--- src/rtl/cargador_programa_if.sv ---
// Byte-stream ingress and instruction-memory write bus of the program loader.
interface cargador_programa_if #(
    parameter int DATA_WIDTH = 32,
    parameter int ADDR_WIDTH = 8
);
    logic                  in_valid;
    logic                  in_ready;
    logic [7:0]            in_byte;
    logic                  in_last;
    logic                  imem_we;
    logic [ADDR_WIDTH-1:0] imem_addr;
    logic [DATA_WIDTH-1:0] imem_wdata;

    modport master (
        output in_valid, in_byte, in_last,
        input  in_ready, imem_we, imem_addr, imem_wdata
    );

    modport slave (
        input  in_valid, in_byte, in_last,
        output in_ready, imem_we, imem_addr, imem_wdata
    );
endinterface

--- src/rtl/cargador_programa.sv ---
// Boot loader: packs a little-endian byte stream into instruction words, writes
// them to imem and keeps the core in reset until loading plus a hold time ends.
module cargador_programa #(
    parameter int DATA_WIDTH = 32,
    parameter int ADDR_WIDTH = 8,
    parameter int RESET_HOLD = 2
) (
    input  logic                  clk,
    input  logic                  reset,
    cargador_programa_if.slave    bus,
    input  logic                  reload,
    output logic                  cpu_reset,
    output logic                  done,
    output logic                  err_overflow,
    output logic [ADDR_WIDTH:0]   word_count
);
    localparam int BPW = DATA_WIDTH / 8;
    localparam int BIW = (BPW > 1) ? $clog2(BPW) : 1;
    localparam int HW  = $clog2(RESET_HOLD + 1);
    localparam logic [ADDR_WIDTH:0] MAX_WORDS = {1'b1, {ADDR_WIDTH{1'b0}}};

    typedef enum logic [1:0] {LOAD, HOLD, RUN, ERR} state_t;

    state_t                state, state_nx;
    logic [BIW-1:0]        byte_idx;
    logic [DATA_WIDTH-1:0] asm_q, asm_nx;
    logic [ADDR_WIDTH:0]   wr_ptr;
    logic [HW-1:0]         hold_cnt;
    logic                  xfer, word_done, overflow;

    always_comb begin
        xfer      = bus.in_valid && bus.in_ready;
        word_done = xfer && (bus.in_last || byte_idx == BIW'(BPW - 1));
        overflow  = word_done && (wr_ptr == MAX_WORDS);
        // Lanes above byte_idx are always zero, so partial words come out padded.
        asm_nx = asm_q;
        asm_nx[8*int'(byte_idx) +: 8] = bus.in_byte;
    end

    always_ff @(posedge clk) begin
        if (!reset) state <= LOAD;
        else        state <= state_nx;
    end

    always_comb begin
        state_nx = state;
        case (state)
            LOAD: begin
                if (overflow)                   state_nx = ERR;
                else if (xfer && bus.in_last)   state_nx = HOLD;
            end
            HOLD: if (hold_cnt == '0) state_nx = RUN;
            RUN:  if (reload)         state_nx = LOAD;
            ERR:  state_nx = ERR;
            default: state_nx = LOAD;
        endcase
    end

    always_comb begin
        bus.in_ready = (state == LOAD);
        cpu_reset    = (state != RUN);
        done         = (state == RUN);
        err_overflow = (state == ERR);
    end

    assign word_count = wr_ptr;

    // Counting down to zero keeps HOLD for RESET_HOLD cycles beyond the final write strobe.
    always_ff @(posedge clk) begin
        if (!reset) begin
            byte_idx       <= '0;
            asm_q          <= '0;
            wr_ptr         <= '0;
            hold_cnt       <= '0;
            bus.imem_we    <= 1'b0;
            bus.imem_addr  <= '0;
            bus.imem_wdata <= '0;
        end else begin
            bus.imem_we <= 1'b0;
            if (state == RUN && reload) begin
                wr_ptr   <= '0;
                byte_idx <= '0;
                asm_q    <= '0;
            end
            if (xfer) begin
                if (word_done) begin
                    byte_idx <= '0;
                    asm_q    <= '0;
                    if (!overflow) begin
                        bus.imem_we    <= 1'b1;
                        bus.imem_addr  <= wr_ptr[ADDR_WIDTH-1:0];
                        bus.imem_wdata <= asm_nx;
                        wr_ptr         <= wr_ptr + (ADDR_WIDTH+1)'(1);
                    end
                end else begin
                    byte_idx <= byte_idx + BIW'(1);
                    asm_q    <= asm_nx;
                end
                if (bus.in_last) hold_cnt <= HW'(RESET_HOLD);
            end else if (state == HOLD && hold_cnt != '0) begin
                hold_cnt <= hold_cnt - HW'(1);
            end
        end
    end
endmodule

--- src/flat_wrapper.sv ---
// flat-port wrapper written by rule: the top's interface ports become plain ports
module cargador_programa_flat 
#(
    parameter int DATA_WIDTH = 32,
    parameter int ADDR_WIDTH = 8,
    parameter int RESET_HOLD = 2
)
  (clk, reset, reload, cpu_reset, done, err_overflow, word_count, bus_in_valid, bus_in_byte, bus_in_last, bus_in_ready, bus_imem_we, bus_imem_addr, bus_imem_wdata);
  cargador_programa_if #(.DATA_WIDTH(DATA_WIDTH), .ADDR_WIDTH(ADDR_WIDTH)) bus_i ();
  input  logic clk;
  input  logic reset;
  input  logic reload;
  output logic cpu_reset;
  output logic done;
  output logic err_overflow;
  output logic [ADDR_WIDTH:0] word_count;
  input wire logic [$bits(bus_i.in_valid)-1:0] bus_in_valid;
  input wire logic [$bits(bus_i.in_byte)-1:0] bus_in_byte;
  input wire logic [$bits(bus_i.in_last)-1:0] bus_in_last;
  output wire logic [$bits(bus_i.in_ready)-1:0] bus_in_ready;
  output wire logic [$bits(bus_i.imem_we)-1:0] bus_imem_we;
  output wire logic [$bits(bus_i.imem_addr)-1:0] bus_imem_addr;
  output wire logic [$bits(bus_i.imem_wdata)-1:0] bus_imem_wdata;
  assign bus_i.in_valid = bus_in_valid;
  assign bus_i.in_byte = bus_in_byte;
  assign bus_i.in_last = bus_in_last;
  assign bus_in_ready = bus_i.in_ready;
  assign bus_imem_we = bus_i.imem_we;
  assign bus_imem_addr = bus_i.imem_addr;
  assign bus_imem_wdata = bus_i.imem_wdata;
  cargador_programa #(.DATA_WIDTH(DATA_WIDTH), .ADDR_WIDTH(ADDR_WIDTH), .RESET_HOLD(RESET_HOLD)) u_core (.clk(clk), .reset(reset), .bus(bus_i), .reload(reload), .cpu_reset(cpu_reset), .done(done), .err_overflow(err_overflow), .word_count(word_count));
endmodule
--- config.mk ---
export PLATFORM = sky130hd
export DESIGN_NAME = cargador_programa_flat
export DESIGN_NICKNAME = d
export VERILOG_FILES = /design/src/rtl/cargador_programa_if.sv /design/src/rtl/cargador_programa.sv /design/src/flat_wrapper.sv
export SDC_FILE = /design/constraint.sdc
export NUM_CORES = 1
export LEC_CHECK = 0
export BUFFER_PORTS_ARGS = -buffer_cell sky130_fd_sc_hd__buf_2
export CAP_MARGIN = 20
export CORE_ASPECT_RATIO = 2
export CORE_MARGIN = 2
export CORE_UTILIZATION = 45
export CTS_CLUSTER_SIZE = 40
export DETAILED_ROUTE_END_ITERATION = 8
export PLACE_DENSITY = 0.62
export SLEW_MARGIN = 20
export SYNTH_ARGS = -nofsm -noshare
export SYNTH_HDL_FRONTEND = slang
export SYNTH_SLANG_ARGS = --single-unit
--- constraint.sdc ---
create_clock -name clk -period 4.02 [get_ports clk]
set_input_delay 0.402 -clock clk [delete_from_list [all_inputs] [get_ports clk]]
set_output_delay 0.402 -clock clk [all_outputs]
set_load 0.05 [all_outputs]
# [Word-level counts from Yosys, hierarchy flattened]
# Cells that the tools add are included.
[word_totals] register_bits=88 input_bits=13 out_inout_bits=54
[op_classes] n_addsub=4 eq_ne=10 shifts=2 mux=20 bitwise=1 n_reduce_logical=16
[ops] cell="two-way mux 32 bit" n=3
[ops] cell="two-way mux 9 bit" n=4
[ops] cell="negation 5 -> 33 bit" n=1
[ops] cell="variable shift 8 x 33 -> 32 bit, first input constant" n=1
[ops] cell="indexed part select 8 x 33 -> 32 bit" n=1
[ops] cell="bitwise mux 32 bit" n=1
[ops] cell="two-way mux 2 bit" n=10
[ops] cell="adder 9 x 1 -> 9 bit, second input constant" n=1
[ops] cell="== test 9 bit, second input constant" n=1
[ops] cell="AND reduction 3 bit" n=3
[ops] cell="case mux 2 bit (4 select lines)" n=1
[ops] cell="== test 2 bit, second input constant" n=3
[ops] cell="logical AND 1 bit" n=6
[ops] cell="!= test 2 bit, second input constant" n=3
[ops] cell="nonzero test 2 bit" n=3
[ops] cell="zero test 2 bit" n=2
[ops] cell="!= test 3 bit, second input constant" n=1
[ops] cell="adder 2 x 1 -> 2 bit, second input constant" n=1
[ops] cell="== test 2 x 1 -> 1 bit, second input constant" n=1
[ops] cell="!= test 2 x 1 -> 1 bit, second input constant" n=1
[ops] cell="AND reduction 2 bit" n=1
[ops] cell="subtractor 2 x 1 -> 2 bit, second input constant" n=1
[ops] cell="logical OR 1 bit" n=1
[ops] cell="two-way mux 1 bit" n=1
[ops] cell="inverter 1 bit" n=1

# [Depth between registers and ports, before layout]
[depth] ltp_word=7 mapped_depth=8

# [Least setup slack after synthesis]
# Ideal clock, no wire load.
[synth_timing] path_type="reg2reg" start="register u_core.wr_ptr[0] (netlist: u_core.word_count[0])" end="register u_core.wr_ptr[8] (netlist: u_core.word_count[8])" setup_time_ns=0.074 arrival_ns=2.059 t_required_ns=3.946 slack_ns=1.886 path_stages_with_launch=7 period_less_slack_ns=2.134 cell_sequence="dfxtp_1 -> inv_1 -> ha_1 -> nor4bb_4 -> a21o_1 -> or4_1 -> a31oi_1"
[synth_between] elab_chain_len=5
[synth_lines] element="start, declared" line_no="cargador_programa.sv:27" rtl="logic [ADDR_WIDTH:0] wr_ptr;"
[synth_lines] element="start signal, assigned" line_no="cargador_programa.sv:93" rtl="wr_ptr <= wr_ptr + (ADDR_WIDTH+1)'(1);"
[synth_lines] element="branches (longest 2 deep; another with adder 9 x 1 -> 9 bit)"
[synth_lines] element="two-way mux 9 bit (*)" line_no="cargador_programa.sv:89" rtl="if (!overflow) begin"
[synth_lines] element="two-way mux 9 bit (*)" line_no="cargador_programa.sv:86" rtl="if (word_done) begin"
[synth_lines] element="two-way mux 9 bit (*)" line_no="cargador_programa.sv:85" rtl="if (xfer) begin"
# Every way passes the cells marked *.
# A chain may end at the register's enable or synchronous reset.

# [Worst setup path after layout]
[layout_timing] start="register u_core.byte_idx[0]" end="register u_core.bus.imem_wdata[30]"
[layout_between] elab_chain_len=6
[layout_lines] element="start, declared" line_no="cargador_programa.sv:25" rtl="logic [BIW-1:0] byte_idx;"
[layout_lines] element="start signal, assigned" line_no="cargador_programa.sv:96" rtl="byte_idx <= byte_idx + BIW'(1);"
[layout_lines] element="branches (longest 6 deep; another with negation 5 -> 33 bit)"
[layout_lines] element="end signal, assigned" line_no="cargador_programa.sv:92" rtl="bus.imem_wdata <= asm_nx;"
[layout_lines] element="end, declared" line_no="cargador_programa_if.sv:21" rtl="output in_ready, imem_we, imem_addr, imem_wdata"
# Several ways; the timed one is not identified.

==> impl_metrics.toml <==
[cells_and_area]
final_util_pct = 54.0
num_antenna_cells = 0
fin_nets = 556
drive_above_1_share_pct = 18.5
area_growth_pct = 16.4

[clock_tree]
ctsResizeCount = 0
post-cts-setup-buffers = 0
path_clk_slew_ns = 0.06
cts_root_buf = "clkbuf_16"
tritoncts = "yes"
cts-buffers-inserted = 9
htreeDepth = 3
cts_hold_buffers = 0
clock_latency_ns = 0.33
clock_tree.buffer_depth = 2
clock-sinks = 88

[sta]
final-setup-viol-count = 0
timing.final.hold_violations = 0
slew_violations = 0
post-route-period-util_pct = 59.3
relSlewSlack_pct = 51.8
tightestPinTransition_ns = 0.721
fin_crit_ns = 2.38
clock.fmax_mhz = 420
tns_ns = 0
fin_skew_ns = 0.00673
rsz0062_at_grt = "false"

[worst_setup_path]
critPathArrivalTime_ns = 2.62
worst-setup-path-type = "register to register"
worstPathMaxFanout = 12
worst_setup_path_start_kind = "register"
path_cells = "inv_1, ha_1, nor4b_2, a31oi_1, a211oi_1"
cpPeakStageDelay_ns = 0.71
crit_required_ns = 4.26
path_delay_family = "simple AND/OR/NAND/NOR gates"
crit_path_end_kind = "register"
cp_slowest_cell = "nor4b_2"
crit_buf_inv = 1

[power]
p_clk_share_pct = 37.1
switching_share_pct = 31.4
ir_drop_uv = 307
p_per_area_nw_per_um2 = 488
total_leakage_power_nw = 1.98
p_sw_uw = 716
p_comb_share_pct = 21.3
p_int_mw = 1.56
seqPwrFrac_pct = 41.6

[route]
routed_via_density = 5.65
antenna_left = 0
drt-initial-drc-count = 136
drc_errors = 0
dr_total_vias = 3585
wirelength_um = 10400
routedWlPerCell_um = 16.4
first_pass_iters = 4

[status]
status = "finished, final reports clean"

[global_routing]
grt_pass1_vias = 3378
antenna_found_initial = 0
grtUsageTotal_pct = 21.9
grt_overflow = 0
grt_pass1_wl_um = 16700
grt_max_degree = 42

[logic_synthesis]
syn_nets = 508
synth_cell_types = 46
synth_area_per_cell_um2 = 8.33
synth_xor_area_share_pct = 0
synthMuxAreaShare_pct = 0.997
netlist_area_um2 = 4020
synth_top_family_by_area = "simple AND/OR/NAND/NOR gates"
synth_edf_count = 0
synth_ff_type = "dfxtp_1"
synth-simple-area-share_pct = 24.9
yosysWarnings = 0
synthAdderAreaFrac_pct = 4.05
postSynthCellCount = 482
ys_seq_area_share_pct = 43.9
synthArstFlopShare_pct = 0
synth-compound-area-share_pct = 20.2
ys_ff_latch = 88

[hold_path]
hold_class = "register to register"

[flow_run]
cap_violations = 0

[floorplan]
fp.coreArea_um2 = 8650
rows = 48
initial_core_util_pct = 46.4
die-width_um = 70.8
boundaryPins = 67
dieArea_um2 = 9740
die_h_um = 138

[place]
port_buffers = 66
dp_hpwl_um = 7110
place_congestion = 0.828
==> flip-flops by register name, summed over array words and instances, names as in the netlist <==
name and cells:
u_core.asm_q 32, u_core.bus.imem_wdata 32, u_core.word_count 9, u_core.bus.imem_addr 8, u_core.byte_idx 2, u_core.hold_cnt 2
u_core.state 2, u_core.bus.imem_we 1
==> through the flow <==
step | total power [mW] | cells | hold slack, ns | area, µm² | setup slack (ns)
final | 2.28 | 635 | 0.453 | 4670 | 1.64
after global routing | 2.38 | 635 | 0.484 | 4670 | 1.47
after CTS | 2.30 | 635 | 0.458 | 4670 | 1.44
after detailed placement | 1.46 | 619 | 0.450 | 4370 | 1.44
after global placement | 1.45 | 619 | 0.447 | 4370 | 1.54
after floorplan | 1.33 | 482 | 0.440 | 4020 | 1.89
==> area by class of cell <==
class	instances	area, µm²
Multi-Input combinational cell	338	2030
Clock buffer	13	260
Clock inverter	3	40.0
Inverter	20	75.1
Fill cell	863	3980
Timing Repair Buffer	73	383
Tap cell	100	125
Sequential cell	88	1760
==> worst paths after layout <==
path / start / endpoint / slack, ns / cells past startpoint
hold reg to reg: u_core.bus.imem_addr[2] / u_core.bus.imem_addr[2] / 0.45 / 2
setup / recovery: u_core.byte_idx[0] / u_core.bus.imem_wdata[30] / 1.64 / 5
setup reg to reg: u_core.byte_idx[0] / u_core.bus.imem_wdata[30] / 1.64 / 5
hold / removal: u_core.bus.imem_addr[2] / u_core.bus.imem_addr[2] / 0.45 / 2
==> per-layer routing <==
layer,track usage [%],vias to the layer above,wire (µm)
li1,-,1782,-
met1,24.4,1694,4190
met2,39.9,91,5510
met3,4.02,18,394
met4,9.75,0,295
met5,0,-,0
==> kinds of logic (layout without fill, tap and decap cells) <==
| kind of cell | Yosys count | in the layout |
|---|---|---|
| mux | 4 | 4 |
| fa+ha+maj | 13 | 13 |
| simple gates | 205 | 205 |
| compound gates | 116 | 116 |
| flops | 88 | 88 |
| buf+inv | 56 | 109 |
==> power groups by stage <==
stage          logic, mW  clock network, mW  registers [mW]
6_report           0.487              0.846           0.948
5_1_grt            0.525              0.896           0.954
4_1_cts            0.490              0.859           0.948
3_5_place_dp       0.489                  0           0.967
3_3_place_gp       0.483                  0           0.965
2_1_floorplan      0.243                  0            1.09
==> cells in the mapped netlist, types with 8 or more instances <==
master / count / area share (%)
nand2_1: 36 / 3.4
nor2_1: 79 / 7.4
a41o_1: 8 / 2.0
nand3_1: 17 / 2.1
a31oi_1: 12 / 1.9
a21oi_1: 20 / 2.5
and2_1: 10 / 1.6
clkbuf_1: 24 / 2.2
a211oi_1: 15 / 2.8
nor2b_1: 29 / 4.5
dfxtp_1: 88 / 44
a22oi_1: 18 / 3.4
nor3_1: 19 / 2.4
o22ai_1: 8 / 1.2
o21ai_0: 14 / 1.7
inv_1: 20 / 1.9
ha_1: 13 / 4.1
==> worst register-to-register path, stage by stage (launching register included) <==
cell	delay (ns)
dfxtp_1	0.46
inv_1	0.13
ha_1	0.48
nor4b_2	0.71
a31oi_1	0.24
a211oi_1	0.28
==> cell usage in the layout (no fill, tap or decap), types with 2 or more instances in the layout <==
master	n
a31oi_1	12
buf_2	66
nor4_1	2
inv_1	19
a21oi_1	20
o22ai_1	8
a2bb2oi_1	7
a41o_1	8
nor2b_1	29
o211a_1	3
clkbuf_1	2
clkbuf_16	9
a22oi_1	17
nor3_1	19
mux2i_1	4
clkinv_2	2
nor2_1	79
or4_1	2
o211ai_1	2
clkbuf_8	2
o31ai_1	2
and2_1	10
a211oi_1	15
ha_1	13
dfxtp_1	88
o21ai_0	14
nand2_1	36
buf_4	7
nand3_1	17
No activity file was read; power rests on OpenSTA's default activity.
